--- config.mk ---
export PLATFORM = sky130hd
export DESIGN_NAME = img_mem_reader_flat
export DESIGN_NICKNAME = d
export VERILOG_FILES = /design/src/rtl/img_mem_reader_pkg.sv /design/src/rtl/img_mem_reader_if.sv /design/src/rtl/img_mem_reader_stream_fifo.sv /design/src/rtl/img_mem_reader.sv /design/src/flat_wrapper.sv
export SDC_FILE = /design/constraint.sdc
export NUM_CORES = 1
export LEC_CHECK = 0
export ABC_CLOCK_PERIOD_IN_PS = 3900
export BUFFER_PORTS_ARGS = -buffer_cell sky130_fd_sc_hd__buf_4
export CAP_MARGIN = 0
export CELL_PAD_IN_SITES_DETAIL_PLACEMENT = 2
export CELL_PAD_IN_SITES_GLOBAL_PLACEMENT = 2
export CORE_UTILIZATION = 33
export CTS_CLUSTER_SIZE = 30
export DETAILED_ROUTE_END_ITERATION = 8
export PLACE_DENSITY = 0.74
export SYNTH_ARGS = -nofsm -noshare
export SYNTH_HDL_FRONTEND = slang
export SYNTH_SLANG_ARGS = --single-unit
--- constraint.sdc ---
create_clock -name clk -period 3.9 [get_ports clk]
set_clock_uncertainty 0.2 [all_clocks]
set_input_delay 0.585 -clock clk [delete_from_list [all_inputs] [get_ports clk]]
set_output_delay 0.585 -clock clk [all_outputs]
set_load 0.05 [all_outputs]
--- src/rtl/img_mem_reader_pkg.sv ---
// Shared types and constants for the image-RAM read streamer:
// FSM states, prefetch FIFO geometry and the FIFO entry layout.
package img_stream_pkg;

    typedef enum logic [1:0] {
        ST_IDLE,
        ST_RUN,
        ST_DRAIN
    } state_t;

    localparam int FIFO_DEPTH = 4;
    localparam int PTR_W      = $clog2(FIFO_DEPTH);
    localparam int CNT_W      = $clog2(FIFO_DEPTH + 1);

    // Flags are computed when the read is issued and ride along with the data.
    typedef struct packed {
        logic [7:0] data;
        logic       sol;
        logic       eol;
        logic       last;
    } fifo_entry_t;

endpackage

--- src/rtl/img_mem_reader_if.sv ---
// Valid/ready pixel stream carrying row/frame boundary markers.
interface img_stream_if;
    logic       m_valid;
    logic       m_ready;
    logic [7:0] m_data;
    logic       m_sol;
    logic       m_eol;
    logic       m_last;

    modport master (output m_valid, m_data, m_sol, m_eol, m_last, input m_ready);
    modport slave  (input m_valid, m_data, m_sol, m_eol, m_last, output m_ready);
endinterface

--- src/rtl/img_mem_reader_stream_fifo.sv ---
// 4-entry synchronous prefetch FIFO; simultaneous push and pop are both honoured.
module stream_fifo
    import img_stream_pkg::*;
(
    input  logic               clk,
    input  logic               rst,
    input  logic               push,
    input  fifo_entry_t        din,
    input  logic               pop,
    output fifo_entry_t        dout,
    output logic [CNT_W-1:0]   count,
    output logic               empty,
    output logic               full
);

    fifo_entry_t      r_mem [FIFO_DEPTH];
    logic [PTR_W-1:0] r_wptr;
    logic [PTR_W-1:0] r_rptr;
    logic [CNT_W-1:0] r_count;
    logic             w_do_push;
    logic             w_do_pop;

    assign empty     = (r_count == '0);
    assign full      = (r_count == CNT_W'(FIFO_DEPTH));
    assign count     = r_count;
    assign dout      = r_mem[r_rptr];
    assign w_do_pop  = pop && !empty;
    assign w_do_push = push && (!full || w_do_pop);

    // NOTE: storage carries no reset; the pointers and count alone define what is valid.
    always_ff @(posedge clk) begin
        if (w_do_push) begin
            r_mem[r_wptr] <= din;
        end
    end

    // NOTE: sequential state uses non-blocking assignments so every register samples pre-edge values.
    always_ff @(posedge clk) begin
        if (rst) begin
            r_wptr  <= '0;
            r_rptr  <= '0;
            r_count <= '0;
        end else begin
            if (w_do_push) r_wptr <= r_wptr + PTR_W'(1);
            if (w_do_pop)  r_rptr <= r_rptr + PTR_W'(1);
            case ({w_do_push, w_do_pop})
                2'b10:   r_count <= r_count + CNT_W'(1);
                2'b01:   r_count <= r_count - CNT_W'(1);
                default: r_count <= r_count;
            endcase
        end
    end

endmodule

--- src/rtl/img_mem_reader.sv ---
// Reads a base/width/height/stride window from the image RAM in row-major order
// and streams it out with start-of-row, end-of-row and last-pixel markers.
module img_mem_reader
    import img_stream_pkg::*;
#(
    parameter int ADDR_W = 12,
    parameter int DIM_W  = 8
) (
    input  logic              clk,
    input  logic              rst,
    input  logic              start,
    input  logic [ADDR_W-1:0] base_addr,
    input  logic [DIM_W-1:0]  roi_w,
    input  logic [DIM_W-1:0]  roi_h,
    input  logic [ADDR_W-1:0] stride,
    output logic              busy,
    output logic              done,
    output logic [ADDR_W-1:0] mem_raddr,
    input  logic [7:0]        mem_rdata,
    img_stream_if.master      m_axis
);

    localparam int CRD_W = CNT_W + 1;

    state_t            r_state, w_state_nxt;
    logic [DIM_W-1:0]  r_w, r_h, r_col, r_row;
    logic [ADDR_W-1:0] r_stride, r_row_base, r_raddr;
    logic              r_p1_vld, r_p2_vld, r_done;
    logic [2:0]        r_p1_flg, r_p2_flg;

    logic              w_idle, w_zero, w_issue, w_done_nxt, w_pop, w_credit_ok;
    logic              w_col_end, w_row_end, w_last_px;
    logic [DIM_W-1:0]  w_cur_w, w_cur_h, w_cur_col, w_cur_row;
    logic [ADDR_W-1:0] w_cur_stride, w_cur_row_base;
    logic [CRD_W-1:0]  w_credit;
    logic [CNT_W-1:0]  w_fifo_count;
    logic              w_fifo_empty, w_fifo_full;
    fifo_entry_t       w_fifo_din, w_head;

    // In IDLE the first read is issued straight from the request inputs.
    assign w_idle         = (r_state == ST_IDLE);
    assign w_cur_w        = w_idle ? roi_w     : r_w;
    assign w_cur_h        = w_idle ? roi_h     : r_h;
    assign w_cur_stride   = w_idle ? stride    : r_stride;
    assign w_cur_row_base = w_idle ? base_addr : r_row_base;
    assign w_cur_col      = w_idle ? '0        : r_col;
    assign w_cur_row      = w_idle ? '0        : r_row;

    assign w_zero      = (roi_w == '0) || (roi_h == '0);
    assign w_col_end   = (w_cur_col == w_cur_w - DIM_W'(1));
    assign w_row_end   = (w_cur_row == w_cur_h - DIM_W'(1));
    assign w_last_px   = w_col_end && w_row_end;
    assign w_credit    = {1'b0, w_fifo_count} + CRD_W'(r_p1_vld) + CRD_W'(r_p2_vld);
    assign w_credit_ok = (w_credit < CRD_W'(FIFO_DEPTH));
    assign w_pop       = m_axis.m_valid && m_axis.m_ready;

    // NOTE: every combinational output gets a default first so no path infers a latch.
    always_comb begin
        w_state_nxt = r_state;
        w_issue     = 1'b0;
        w_done_nxt  = 1'b0;
        case (r_state)
            ST_IDLE: begin
                if (start) begin
                    if (w_zero) begin
                        w_done_nxt = 1'b1;
                    end else begin
                        w_issue     = 1'b1;
                        w_state_nxt = w_last_px ? ST_DRAIN : ST_RUN;
                    end
                end
            end
            ST_RUN: begin
                if (w_credit_ok) begin
                    w_issue = 1'b1;
                    if (w_last_px) w_state_nxt = ST_DRAIN;
                end
            end
            ST_DRAIN: begin
                if (w_pop && w_head.last) begin
                    w_state_nxt = ST_IDLE;
                    w_done_nxt  = 1'b1;
                end
            end
            default: w_state_nxt = ST_IDLE;
        endcase
    end

    always_ff @(posedge clk) begin
        if (rst) r_state <= ST_IDLE;
        else     r_state <= w_state_nxt;
    end

    always_ff @(posedge clk) begin
        if (rst) begin
            r_w        <= '0;
            r_h        <= '0;
            r_stride   <= '0;
            r_row_base <= '0;
            r_col      <= '0;
            r_row      <= '0;
            r_raddr    <= '0;
            r_p1_vld   <= 1'b0;
            r_p2_vld   <= 1'b0;
            r_p1_flg   <= '0;
            r_p2_flg   <= '0;
            r_done     <= 1'b0;
        end else begin
            r_done   <= w_done_nxt;
            r_p1_vld <= w_issue;
            r_p2_vld <= r_p1_vld;
            r_p2_flg <= r_p1_flg;
            if (w_idle && start) begin
                r_w      <= roi_w;
                r_h      <= roi_h;
                r_stride <= stride;
            end
            if (w_issue) begin
                r_raddr  <= w_cur_row_base + ADDR_W'(w_cur_col);
                r_p1_flg <= {(w_cur_col == '0), w_col_end, w_last_px};
                if (w_col_end) begin
                    r_col      <= '0;
                    r_row      <= w_cur_row + DIM_W'(1);
                    r_row_base <= w_cur_row_base + w_cur_stride;
                end else begin
                    r_col      <= w_cur_col + DIM_W'(1);
                    r_row      <= w_cur_row;
                    r_row_base <= w_cur_row_base;
                end
            end
        end
    end

    // Stage 2 lines up with the RAM's registered read data.
    assign w_fifo_din = '{data: mem_rdata, sol: r_p2_flg[2], eol: r_p2_flg[1], last: r_p2_flg[0]};

    stream_fifo u_fifo (
        .clk   (clk),
        .rst   (rst),
        .push  (r_p2_vld),
        .din   (w_fifo_din),
        .pop   (w_pop),
        .dout  (w_head),
        .count (w_fifo_count),
        .empty (w_fifo_empty),
        .full  (w_fifo_full)
    );

    assign busy      = !w_idle;
    assign done      = r_done;
    assign mem_raddr = r_raddr;

    assign m_axis.m_valid = !w_fifo_empty;
    assign m_axis.m_data  = w_fifo_empty ? 8'h00 : w_head.data;
    assign m_axis.m_sol   = !w_fifo_empty && w_head.sol;
    assign m_axis.m_eol   = !w_fifo_empty && w_head.eol;
    assign m_axis.m_last  = !w_fifo_empty && w_head.last;

endmodule
--- src/flat_wrapper.sv ---
// flat-port wrapper written by rule: the top's interface ports become plain ports
module img_mem_reader_flat import img_stream_pkg::*;
#(
    parameter int ADDR_W = 12,
    parameter int DIM_W  = 8
)
  (clk, rst, start, base_addr, roi_w, roi_h, stride, busy, done, mem_raddr, mem_rdata, m_axis_m_valid, m_axis_m_data, m_axis_m_sol, m_axis_m_eol, m_axis_m_last, m_axis_m_ready);
  img_stream_if m_axis_i ();
  input  logic clk;
  input  logic rst;
  input  logic start;
  input  logic [ADDR_W-1:0] base_addr;
  input  logic [DIM_W-1:0] roi_w;
  input  logic [DIM_W-1:0] roi_h;
  input  logic [ADDR_W-1:0] stride;
  output logic busy;
  output logic done;
  output logic [ADDR_W-1:0] mem_raddr;
  input  logic [7:0] mem_rdata;
  output wire logic [$bits(m_axis_i.m_valid)-1:0] m_axis_m_valid;
  output wire logic [$bits(m_axis_i.m_data)-1:0] m_axis_m_data;
  output wire logic [$bits(m_axis_i.m_sol)-1:0] m_axis_m_sol;
  output wire logic [$bits(m_axis_i.m_eol)-1:0] m_axis_m_eol;
  output wire logic [$bits(m_axis_i.m_last)-1:0] m_axis_m_last;
  input wire logic [$bits(m_axis_i.m_ready)-1:0] m_axis_m_ready;
  assign m_axis_m_valid = m_axis_i.m_valid;
  assign m_axis_m_data = m_axis_i.m_data;
  assign m_axis_m_sol = m_axis_i.m_sol;
  assign m_axis_m_eol = m_axis_i.m_eol;
  assign m_axis_m_last = m_axis_i.m_last;
  assign m_axis_i.m_ready = m_axis_m_ready;
  img_mem_reader #(.ADDR_W(ADDR_W), .DIM_W(DIM_W)) u_core (.clk(clk), .rst(rst), .start(start), .base_addr(base_addr), .roi_w(roi_w), .roi_h(roi_h), .stride(stride), .busy(busy), .done(done), .mem_raddr(mem_raddr), .mem_rdata(mem_rdata), .m_axis(m_axis_i));
endmodule
Word level (Yosys, flattened, before mapping)

Memory sizes are Yosys's and may differ from the RTL's. A register that Yosys moved wholly into a read port is not among the register bits.
Cells that the tools add are included.

Input bits: 52
Flip-flop bits (word level): 86
Bits in writable memories: 44
Memories: 1

Equality and inequality tests: 12
Multiplexer cells: 30
Reductions and logical operators: 21
Add/sub/neg operators: 12
Magnitude comparators: 1

Memory list:

| memory              | depth | bits a word | read ports | clocked after Yosys merged registers in | wr ports | RTL line                         | text |
|---|---|---|---|---|---|---|---|
| u_core.u_fifo.r_mem | 4     | 11          | 1          | 1                                       | 1        | img_mem_reader_stream_fifo.sv:16 | `fifo_entry_t r_mem [FIFO_DEPTH];` |

Operators by type and width:

| operator                                                   | count |
|---|---|
| 2-to-1 mux 8 bit                                           | 7 |
| 2-to-1 mux 12 bit                                          | 3 |
| zero test 8 bit                                            | 3 |
| adder 8 x 1 -> 8 bit, second input constant                | 2 |
| equality test 8 bit                                        | 2 |
| 2-to-1 mux 2 bit                                           | 8 |
| subtractor 8 x 1 -> 8 bit, second input constant           | 2 |
| adder 12 bit                                               | 1 |
| adder 12 x 8 -> 12 bit                                     | 1 |
| logical AND 1 bit                                          | 9 |
| 2-to-1 mux 1 bit                                           | 8 |
| inequality test 2 x 1 -> 1 bit, second input constant      | 3 |
| case mux 2 bit (3 select lines)                            | 1 |
| case mux 3 bit (2 select lines)                            | 1 |
| AND reduction 5 bit                                        | 1 |
| adder 2 x 1 -> 2 bit, second input constant                | 2 |
| adder 3 x 1 -> 4 bit                                       | 1 |
| adder 4 x 1 -> 4 bit                                       | 1 |
| equality test 2 x 1 -> 1 bit, second input constant        | 2 |
| equality test 2 bit, second input constant                 | 2 |
| less-than comparator 4 x 3 -> 1 bit, second input constant | 1 |
| inequality test 2 bit, second input constant               | 2 |
| case mux 1 bit (2 select lines)                            | 2 |
| adder 3 x 1 -> 3 bit, second input constant                | 1 |
| 7 further kinds                                            | 10 |

Logic depth before layout (Yosys ltp)

Gate-level depths: netlist of run 1.

Depth in word-level cells: 9
Mapped depth: 19
Gate-level depth less buffers: 14

By module

From an unflattened synthesis of run 1, not the netlist that was laid out.

Cell total of the unflattened synthesis: 829
Area total of the unflattened synthesis: 7407.1 um2

By module, submodules not included:

| module         | cells an instance | sequential area each (um2) | area an instance (um2) | instances |
|---|---|---|---|---|
| img_mem_reader | 713               | 1581.5                     | 5287.6                 | 1 |
| stream_fifo    | 116               | 1501.4                     | 2119.5                 | 1 |

Worst setup path before layout of run 1

No wires, ideal clock.

Kind: reg-to-reg
Start: reg u_core.r_state[1]
End: reg u_core.r_row_base[10]
Stages on the path, launching flop included: 19
Arrival time: 3982 ps
Period minus slack after synthesis: 4316 ps
Library setup time: 134 ps
Buffers on the path: 6
Setup slack: -416 ps
Cell sequence: dfxtp_1 -> nor2_4 -> inv_2 -> buf_4 -> buf_2 -> clkbuf_1 -> buf_2 -> buf_2 -> buf_1 -> nand2_1 -> nand2_1 -> ha_1 -> a21o_1 -> a21oi_1 -> o21ai_0 -> o31ai_1 -> nor2_1 -> o41ai_1 -> a211oi_1

Word-level cells in the longest chain between the ends: 5
Elaborated cells between the ends (all ways): 11

RTL lines:

| element                   | RTL line                                   | text |
|---|---|---|
| start: declaration        | img_mem_reader.sv:25                       | `state_t r_state, w_state_nxt;` |
| start signal: assignment  | img_mem_reader.sv:91                       | `else r_state <= w_state_nxt;` |
| zero test 2 bit           | img_mem_reader.sv:41, img_mem_reader.sv:62 |  |
| 2-to-1 mux 8 bit          | img_mem_reader.sv:42                       | `assign w_cur_w = w_idle ? roi_w : r_w;` |
| subtractor 8 x 1 -> 8 bit | img_mem_reader.sv:50                       | `assign w_col_end = (w_cur_col == w_cur_w - DIM_W'(1));` |
| equality test 8 bit       | img_mem_reader.sv:50                       |  |
| 2-to-1 mux 12 bit         | img_mem_reader.sv:121                      | `if (w_col_end) begin` |
| end signal: assignment    | img_mem_reader.sv:124                      | `r_row_base <= w_cur_row_base + w_cur_stride;` |
| end signal: assignment    | img_mem_reader.sv:128                      | `r_row_base <= w_cur_row_base;` |
| end: declaration          | img_mem_reader.sv:27                       | `logic [ADDR_W-1:0] r_stride, r_row_base, r_raddr;` |

Several ways; a longest one is shown, not always the timed one.
A chain may end at the register's enable or synchronous reset.

Final worst setup path of run 1

Start: reg u_core.r_state[0]
End: reg u_core.r_row[3]

Word-level cells in the longest chain between the ends: 5
Elaborated cells between the ends (all ways): 10

RTL lines:

| element                   | RTL line                                   | text |
|---|---|---|
| zero test 2 bit           | img_mem_reader.sv:41, img_mem_reader.sv:62 |  |
| 2-to-1 mux 8 bit          | img_mem_reader.sv:42                       |  |
| subtractor 8 x 1 -> 8 bit | img_mem_reader.sv:50                       |  |
| equality test 8 bit       | img_mem_reader.sv:50                       |  |
| 2-to-1 mux 8 bit          | img_mem_reader.sv:121                      |  |
| end signal: assignment    | img_mem_reader.sv:123                      | `r_row <= w_cur_row + DIM_W'(1);` |
| end signal: assignment    | img_mem_reader.sv:127                      | `r_row <= w_cur_row;` |
| end: declaration          | img_mem_reader.sv:26                       | `logic [DIM_W-1:0] r_w, r_h, r_col, r_row;` |

Several ways; a longest one is shown, not always the timed one.

==> results.json, run 1 <==
{
  "htree_num_levels": 4,
  "die-area_um2": 22900,
  "rows": 54,
  "grt_overflow_total": 0,
  "start_kind": "register",
  "hp-start": "mem_rdata[2]",
  "final_util": 0.405,
  "placed_cell_area_um2": 8220,
  "syn-instance-count": 816,
  "cts.path.max_buffers": 2,
  "antenna_cells": 0,
  "slew_violations": 0,
  "grt_pass1_wl_mm": 38.1,
  "rr_worst_depth": 11,
  "final.fill_count": 2393,
  "ys_seq_area_frac": 0.420,
  "clock.fmax_mhz": 268,
  "cts_tree": "built",
  "cts-root-buf": "clkbuf_16",
  "arrival_ps": 3840,
  "grt_max_degree": 67,
  "powerDensity_nw_per_um2": 456,
  "antenna_left": 0,
  "vdd_drop_max_uv": 336,
  "syn_avg_cell_area_um2": 9.01,
  "core_area_um2": 21800,
  "synth_cell_types": 70,
  "place_congestion": 0.835,
  "cp.required_ps": 4020,
  "synth-edff-count": 44,
  "ys.warnings.count": 0,
  "nNetsFinal": 966,
  "hold_viol_final": 0,
  "fin_ws_ps": 173,
  "drt_iter0_markers": 246,
  "fp.dieW_um": 151,
  "ys_ff_latch": 132,
  "slew-limit-headroom": 0.196,
  "dp_hpwl_mm": 17.1,
  "drt_wl_total_mm": 23.9,
  "hold_depth": 1,
  "synth_area_um2": 7350,
  "dp_slack_ps": 165,
  "r2r_slack_ps": 170,
  "post_cts_buffers": 0,
  "layout-drive-gt1-share": 0.173,
  "power.leakage_nw": 3.47,
  "syn_nets": 900,
  "vias": 6340,
  "fin_crit_sh": 0.956,
  "criticalPathCategory": "reg2reg",
  "r2r_start": "u_core.r_state[0]",
  "numCtsBuffers": 17,
  "grt_usage": 0.220,
  "viasPerCell": 5.40,
  "setup_violations": 0,
  "cts.sinks": 132,
  "hp-class": "in2reg",
  "min_period_ps": 3730,
  "synth-main-ff-cell": "dfxtp_1",
  "antenna_found_initial": 0,
  "min_to": "u_core.u_fifo.r_mem[3][5]",
  "grt_pass1_vias": 6909,
  "clk_transition_reported_paths_ps": 70,
  "worstMarginPinSlew_ps": 1200,
  "cp_max_fo": 24,
  "wl_per_cell_um": 20.3,
  "dr.pass1.iters": 4,
  "cap_violations": 0,
  "start_util": 0.337,
  "numPortBuffers": 77,
  "drc_errors": 0,
  "clock_latency_ps": 430,
  "ios": 78,
  "ctsHoldBuffers": 0,
  "outcome": "finished, final reports clean",
  "crit_path_end_kind": "register",
  "async_flop_share": 0,
  "synthToLayoutAreaGrowth_pct": 20.3,
  "final_area_um2": 8840,
  "die_y_um": 151,
  "cts_resized": 0,
  "worstReg2RegEnd": "u_core.r_row[3]"
}
==> how the worst max path moves through the flow <==
stage                                  from               endpoint  slack (ps)  cells after the start
after floorplan           u_core.r_state[0]  u_core.r_row_base[10]         -10                     19
after global placement             roi_w[0]  u_core.r_row_base[10]         310                     11
after detailed placement  u_core.r_state[0]    u_core.mem_raddr[9]         170                     12
after CTS                 u_core.r_state[0]    u_core.mem_raddr[9]          90                     12
after global routing      u_core.r_state[0]   u_core.r_row_base[7]          -2                     11
final                     u_core.r_state[0]        u_core.r_row[3]         170                     11
==> synth_stat cells, types with 17 or more instances <==
| cell type | count | share of area |
|---|---|---|
| xnor2_1 | 29 | 0.035 |
| dfxtp_1 | 88 | 0.24 |
| mux2i_1 | 20 | 0.027 |
| nand2_1 | 161 | 0.082 |
| and2_1 | 29 | 0.025 |
| xor2_1 | 17 | 0.020 |
| nand3_1 | 25 | 0.017 |
| o21ai_0 | 30 | 0.020 |
| inv_1 | 20 | 0.010 |
| ha_1 | 29 | 0.049 |
| clkbuf_1 | 26 | 0.013 |
| a21oi_1 | 76 | 0.052 |
| nor2_1 | 36 | 0.018 |
| edfxtp_1 | 44 | 0.18 |
==> registers in the layout, indices dropped and copies added (netlist names), 2 cells and up, named ones only <==
register and count:
u_core.r_p2_flg 3, u_core.u_fifo.r_mem 44, u_core.r_col 8, u_core.u_fifo.count 3, u_core.mem_raddr 12, u_core.r_w 8, u_core.r_state 2, u_core.u_fifo.r_rptr 2
u_core.r_stride 12, u_core.r_h 8, u_core.r_p1_flg 3, u_core.r_row_base 12, u_core.r_row 8, u_core.u_fifo.r_wptr 2
==> critical path, stage by stage (launching register included) <==
cell	delay, ps
dfxtp_1	330
nor2_4	180
buf_4	260
mux2i_1	290
ha_1	230
or4bb_1	540
xnor2_2	160
a2111oi_2	520
and3_1	290
buf_12	200
nand3_1	120
mux2_2	300
==> layout make-up <==
| class | count | area, µm² | area share |
|---|---|---|---|
| multi-input cells | 617 | 4010 | 0.454 |
| well taps | 280 | 350 | 0.0396 |
| inverters | 21 | 78.8 | 0.00892 |
| repair buffers | 93 | 711 | 0.0804 |
| flip-flops and latches | 132 | 3080 | 0.349 |
| clock buffers | 17 | 425 | 0.0481 |
| clock inverters | 15 | 181 | 0.0205 |
==> per-stage QoR <==
stage	power, mW	hold WS [ps]	instances	TNS, ps
final	4.03	154	1175	0
after CTS	4.08	135	1175	0
after floorplan	2.10	227	816	-12.7
after detailed placement	2.38	255	1143	0
after global routing	4.20	140	1175	-1.79
after global placement	2.33	242	1143	0
==> cells by family (layout without fill, tap and decap cells) <==
logic type,Yosys count,count (layout),synth area share
AND/OR/NAND/NOR,338,338,0.223
AO/OA/AOI/OAI,165,165,0.135
flip-flops,132,132,0.420
buffers and inverters,67,146,0.0390
XOR/XNOR,47,47,0.0570
multiplexers,35,35,0.0681
adder cells (fa/ha/maj),32,32,0.0576
==> layer usage <==
layer | routed length [µm] | GRT usage | vias up
met1 | 10500 | 0.272 | 3180
li1 | - | - | 3019
met2 | 12200 | 0.389 | 112
met5 | 0 | 0 | -
met3 | 792 | 0.0355 | 29
met4 | 380 | 0.0645 | 0
==> report_power, final <==
group | switching, mW | internal, mW | leakage [nW]
combinational | 0.507 | 0.305 | 2.06
clock | 0.750 | 0.927 | 0.299
sequential | 0.0549 | 1.48 | 1.10
==> cells in the final DEF, fill, tap and decap left out, types with 24 or more instances in the layout <==
cell / count
buf_4: 92
o21ai_0: 29
and2_1: 29
ha_1: 29
edfxtp_1: 44
nor2_1: 36
nand3_1: 24
a21oi_1: 74
xnor2_1: 29
dfxtp_1: 88
nand2_1: 161
Power figures use the tool's default switching activity.
==> inputs of run 2 (changes only) <==
- ABC_AREA: unset -> 1
- CORE_UTILIZATION: 33 -> 31
- REMOVE_ABC_BUFFERS: unset -> 1
==> run 2 against run 1 <==
Flip-flop and latch count unchanged. Critical path depth increased by 6. Cell area increased by 7.0%. Sequential power increased by 8%. Power increased by 43%. Register-to-register slack improved by 220 ps. Cell count increased by 27%.
==> results.json, run 2 <==
{
  "outcome": "finished, final reports clean",
  "worstMarginPinSlew_ps": 657,
  "cts_resized": 0,
  "place_congestion": 0.809,
  "final_cell_mix": "nand2_1 (264), inv_1 (133), buf_4 (96)",
  "synth_most_common_cell": "nand2_1",
  "cap_violations": 0,
  "drt_wl_total_mm": 26.2,
  "min_period_ps": 3510,
  "antenna_found_initial": 0,
  "top_register": "u_core.u_fifo.r_mem",
  "drt_iter0_markers": 227,
  "ctsHoldBuffers": 0,
  "cp.required_ps": 4020,
  "clk_transition_reported_paths_ps": 70,
  "vdd_drop_max_uv": 313,
  "power.total_mw": 5.77,
  "cts.sinks": 132,
  "clock.fmax_mhz": 285,
  "fin_crit_sh": 0.899,
  "dr.pass1.iters": 4,
  "cp_common_cell": "inv_1",
  "yosysTopAreaCell": "dfxtp_1",
  "synth-edff-count": 44,
  "power.leakage_nw": 4.26,
  "fin_ws_ps": 392,
  "synth_area_um2": 7900,
  "syn-instance-count": 1072,
  "hp-start": "mem_rdata[4]",
  "criticalPathCategory": "reg2reg",
  "synth-main-ff-cell": "dfxtp_1",
  "antenna_left": 0,
  "whs_ps": 159,
  "hold_depth": 1,
  "r2r_start": "u_core.r_state[1]",
  "die_y_um": 162,
  "critical-path-slowest-cell": "dfxtp_1",
  "cts-root-buf": "clkbuf_16",
  "final_area_um2": 9460,
  "slew-limit-headroom": 0.561,
  "drc_errors": 0,
  "placed_cell_area_um2": 8830,
  "clock_latency_ps": 430,
  "ys_ff_latch": 132,
  "setup_violations": 0,
  "core_area_um2": 25100,
  "grt_overflow_total": 0,
  "start_util": 0.315,
  "rr_worst_depth": 17,
  "slew_violations": 0,
  "ios": 78,
  "dp_hpwl_mm": 19.3,
  "crit_path_end_kind": "register",
  "r2r_slack_ps": 390,
  "powerDensity_nw_per_um2": 610,
  "cp_cell_sequence": "inv_2 -> nand2_4 -> nand2_1 -> inv_2 -> ha_1 -> inv_1 -> fa_1 -> nand3b_1 -> nor2_1 -> nor2_1 -> inv_1 -> a21oi_1 -> o21ai_0 -> nand3_1 -> xor2_1 -> o21bai_1 -> inv_1",
  "largest_register_ffs": 44,
  "grt_pass1_vias": 8038,
  "final_util": 0.377,
  "setup_tns_ps": 0,
  "numPortBuffers": 77,
  "viasPerCell": 4.94,
  "arrival_ps": 3630,
  "worstReg2RegEnd": "u_core.mem_raddr[10]",
  "synth_top_area_share": 0.223,
  "syn_avg_cell_area_um2": 7.37,
  "ys.warnings.count": 0,
  "nNetsFinal": 1233,
  "cts.path.max_buffers": 2,
  "synthTopCellsByCount": "nand2_1 (264), inv_1 (133), nor2_1 (95), dfxtp_1 (88), a21oi_1 (80)",
  "antenna_cells": 0,
  "dp_slack_ps": 388,
  "hp-class": "in2reg",
  "hold_viol_final": 0,
  "grt_max_degree": 37,
  "vias": 7369,
  "wl_per_cell_um": 17.6,
  "start_kind": "register",
  "numCtsBuffers": 17,
  "async_flop_share": 0,
  "ys_seq_area_frac": 0.390,
  "grt_usage": 0.209,
  "fp.dieW_um": 162,
  "synth.area.top_cells": "dfxtp_1 (22%), edfxtp_1 (17%), nand2_1 (13%)",
  "max_stage_delay_ps": 520,
  "layout-drive-gt1-share": 0.169,
  "cts_tree": "built",
  "cp_max_fo": 19,
  "rows": 58,
  "synthToLayoutAreaGrowth_pct": 19.7,
  "post_cts_buffers": 0,
  "htree_num_levels": 4,
  "grt_pass1_wl_mm": 42.5,
  "min_to": "u_core.u_fifo.r_mem[0][7]",
  "rsz0062_at_grt": "false",
  "placedCellCount": 1460,
  "synth_cell_types": 49,
  "fin_cells": 1492,
  "final_common_cell": "nand2_1",
  "die-area_um2": 26100
}
-- run 2: cell count changes after synthesis, moves of 9 or more --
cell      previous run  this run
a211oi_1            15         5
nand2_2              0        14
nor2_4               1        10
nor2_1              36        95
or3_1               10         0
nand3_1             25        67
mux4_2              11         0
and2_1              29         0
inv_1               20       133
xnor2_1             29        12
mux2i_1             20         0
nand2_1            161       264
o21ai_2              0         9
o21ai_0             30        66
-- run 2: worst max path at each step --
stage                      start              endpoint  slack (ps)
2_1_floorplan  u_core.r_state[1]  u_core.mem_raddr[10]         420
3_3_place_gp   u_core.r_state[1]  u_core.mem_raddr[10]         580
3_5_place_dp   u_core.r_state[1]  u_core.mem_raddr[10]         390
4_1_cts        u_core.r_state[1]  u_core.mem_raddr[10]         390
5_1_grt        u_core.r_state[1]  u_core.mem_raddr[10]          40
6_report       u_core.r_state[1]  u_core.mem_raddr[10]         390
-- run 2: logic make-up (layout without fill, tap and decap cells) --
group	count (synthesis)	count (layout)	synth area share
flops	132	132	0.390
simple gates	502	502	0.289
buf+inv	178	268	0.0925
xor+xnor	29	29	0.0331
compound gates	199	199	0.142
fa+ha+maj	32	32	0.0535
-- run 2: critical path, delay by kind of cell, from the launching register on --
kind                       cells  cell delay (ps)
adders and majority gates      2              580
DFF                            1              520
buffers and inverters          5              380
and+or+nand+nor                6              990
xor gates and xnor gates       1              170
AOI/OAI and AO/OA              3              580
-- run 2: report_power, final --
| group | switching, mW | leakage, nW | internal, mW |
|---|---|---|---|
| clock | 0.759 | 0.304 | 0.988 |
| sequential | 0.0888 | 1.12 | 1.57 |
| combinational | 1.64 | 2.84 | 0.718 |
| total | 2.49 | 4.26 | 3.28 |
-- run 2: per-layer routing --
| layer | routed length (µm) | up-vias | global-route usage |
|---|---|---|---|
| met4 | 399 | 0 | 0.0510 |
| met5 | 0 | - | 0 |
| met3 | 473 | 26 | 0.0295 |
| met1 | 12300 | 3617 | 0.261 |
| met2 | 13100 | 80 | 0.377 |
| li1 | - | 3646 | - |
-- run 2: final cells by class --
cell class	count	area [µm²]
Fill cell	2998	15700
Multi-Input combinational cell	762	4090
Sequential cell	132	3080
Timing Repair Buffer	96	721
Inverter	140	528
Clock buffer	17	425
Tap cell	330	413
Clock inverter	15	201
==> inputs of run 3 (changes only) <==
- PLACE_DENSITY: 0.74 -> unset
- PLACE_DENSITY_LB_ADDON: unset -> 0.1
==> run 3 against run 2 <==
Clock power fell by 2%. Utilization down 0.13 points. Largest power group unchanged. Power is 1.1% lower. Highest routed layer unchanged. Cell count shrank 0.34%. Global-route usage is 0.28 points higher. Sequential share of layout area up 0.11 points. Fmax is 3.7% higher.
==> results.json, run 3 (same netlist as run 2, synthesis figures left out) <==
{
  "outcome": "finished, final reports clean",
  "power.leakage_nw": 4.25,
  "nNetsFinal": 1228,
  "final_cell_mix": "nand2_1 (264), inv_1 (133), nor2_1 (95)",
  "htree_num_levels": 4,
  "cp_max_fo": 46,
  "cp_common_cell": "nand2_1",
  "grt_overflow_total": 0,
  "cts-root-buf": "clkbuf_16",
  "hp-class": "in2reg",
  "rsz0062_at_grt": "false",
  "die_y_um": 162,
  "antenna_cells": 0,
  "cts.sinks": 132,
  "drt_iter0_markers": 249,
  "numPortBuffers": 77,
  "cts.path.max_buffers": 2,
  "setup_tns_ps": 0,
  "arrival_ps": 3500,
  "rows": 58,
  "cts_resized": 0,
  "critical-path-slowest-cell": "dfxtp_1",
  "start_util": 0.315,
  "path_buf_inv": 3,
  "dr.pass1.iters": 4,
  "drt_wl_total_mm": 26.1,
  "ctsHoldBuffers": 0,
  "vias": 7314,
  "grt_pass1_vias": 8015,
  "grt_usage": 0.212,
  "die-area_um2": 26100,
  "regArea_um2": 3080,
  "power.total_mw": 5.70,
  "r2r_slack_ps": 520,
  "cp.required_ps": 4020,
  "worstMarginPinSlew_ps": 606,
  "grt_max_degree": 48,
  "setup_violations": 0,
  "ios": 78,
  "path_delay_family": "compound AO/OA/AOI/OAI gates",
  "drc_errors": 0,
  "min_period_ps": 3380,
  "criticalPathCategory": "reg2reg",
  "start_kind": "register",
  "final.fill_count": 2965,
  "powerDensity_nw_per_um2": 605,
  "crit_path_end_kind": "register",
  "final_common_cell": "nand2_1",
  "clk_transition_reported_paths_ps": 70,
  "slew-limit-headroom": 0.595,
  "synthToLayoutAreaGrowth_pct": 19.3,
  "slew_violations": 0,
  "dp_hpwl_mm": 18.8,
  "antenna_left": 0,
  "numCtsBuffers": 17,
  "core_area_um2": 25100,
  "antenna_found_initial": 0,
  "fp.dieW_um": 162,
  "largest_register_ffs": 44,
  "grt_pass1_wl_mm": 42.7,
  "max_stage_delay_ps": 490,
  "hold_viol_final": 0,
  "fin_crit_sh": 0.867,
  "wl_per_cell_um": 17.6,
  "top_register": "u_core.u_fifo.r_mem",
  "cts_tree": "built",
  "vdd_drop_max_uv": 333,
  "viasPerCell": 4.92,
  "clock.fmax_mhz": 296,
  "place_congestion": 0.760,
  "cp_cell_sequence": "nor2_4 -> buf_12 -> o21ai_0 -> inv_1 -> ha_1 -> nand3_1 -> nand2_1 -> nand4_1 -> o211ai_1 -> nand2_1 -> a21oi_1 -> nand2_1 -> xnor2_1 -> o21ai_1 -> inv_1",
  "multiInputGateArea_um2": 4090,
  "cap_violations": 0,
  "layout-drive-gt1-share": 0.165,
  "clock_latency_ps": 430,
  "post_cts_buffers": 0
}
==> run 3: report_power, final <==
| group | leakage, nW | switching (mW) | internal (mW) |
|---|---|---|---|
| clock network | 0.300 | 0.734 | 0.975 |
| logic | 2.82 | 1.62 | 0.715 |
| registers | 1.12 | 0.0844 | 1.57 |
| total | 4.25 | 2.44 | 3.26 |
==> run 3: per-layer routing <==
metal,up-vias,share of wire,track usage,routed length [µm]
met4,0,0.020,0.0673,511
met3,26,0.018,0.0254,476
li1,3629,-,-,-
met1,3568,0.47,0.262,12200
met2,91,0.50,0.382,12900
met5,-,0,0,0
==> run 3: cell type report <==
| class | count | area share |
|---|---|---|
| Clock buffer | 17 | 0.0451 |
| Sequential cell | 132 | 0.327 |
| Multi-Input combinational cell | 762 | 0.434 |
| Tap cell | 330 | 0.0438 |
| Inverter | 140 | 0.0560 |
| Clock inverter | 15 | 0.0192 |
| Timing Repair Buffer | 91 | 0.0751 |
==> run 3: through the flow <==
step / hold WS, ps / setup WS, ps / instance area, µm² / util / cells
6_report: 155 / 518 / 9430 / 0.375 / 1487
5_1_grt: 140 / 153 / 9430 / 0.375 / 1487
4_1_cts: 138 / 447 / 9430 / 0.375 / 1487
3_5_place_dp: 229 / 544 / 8820 / 0.351 / 1455
3_3_place_gp: 215 / 593 / 8820 / 0.351 / 1455
2_1_floorplan: 200 / 416 / 7700 / - / 1034
==> run 3: worst paths after layout <==
kind                      startpoint                   endpoint  cells past startpoint
setup / recovery   u_core.r_state[1]       u_core.mem_raddr[11]                     15
hold / removal          mem_rdata[0]  u_core.u_fifo.r_mem[1][3]                      1
setup reg to reg   u_core.r_state[1]       u_core.mem_raddr[11]                     15
hold reg to reg   u_core.r_p1_flg[0]         u_core.r_p2_flg[0]                      2
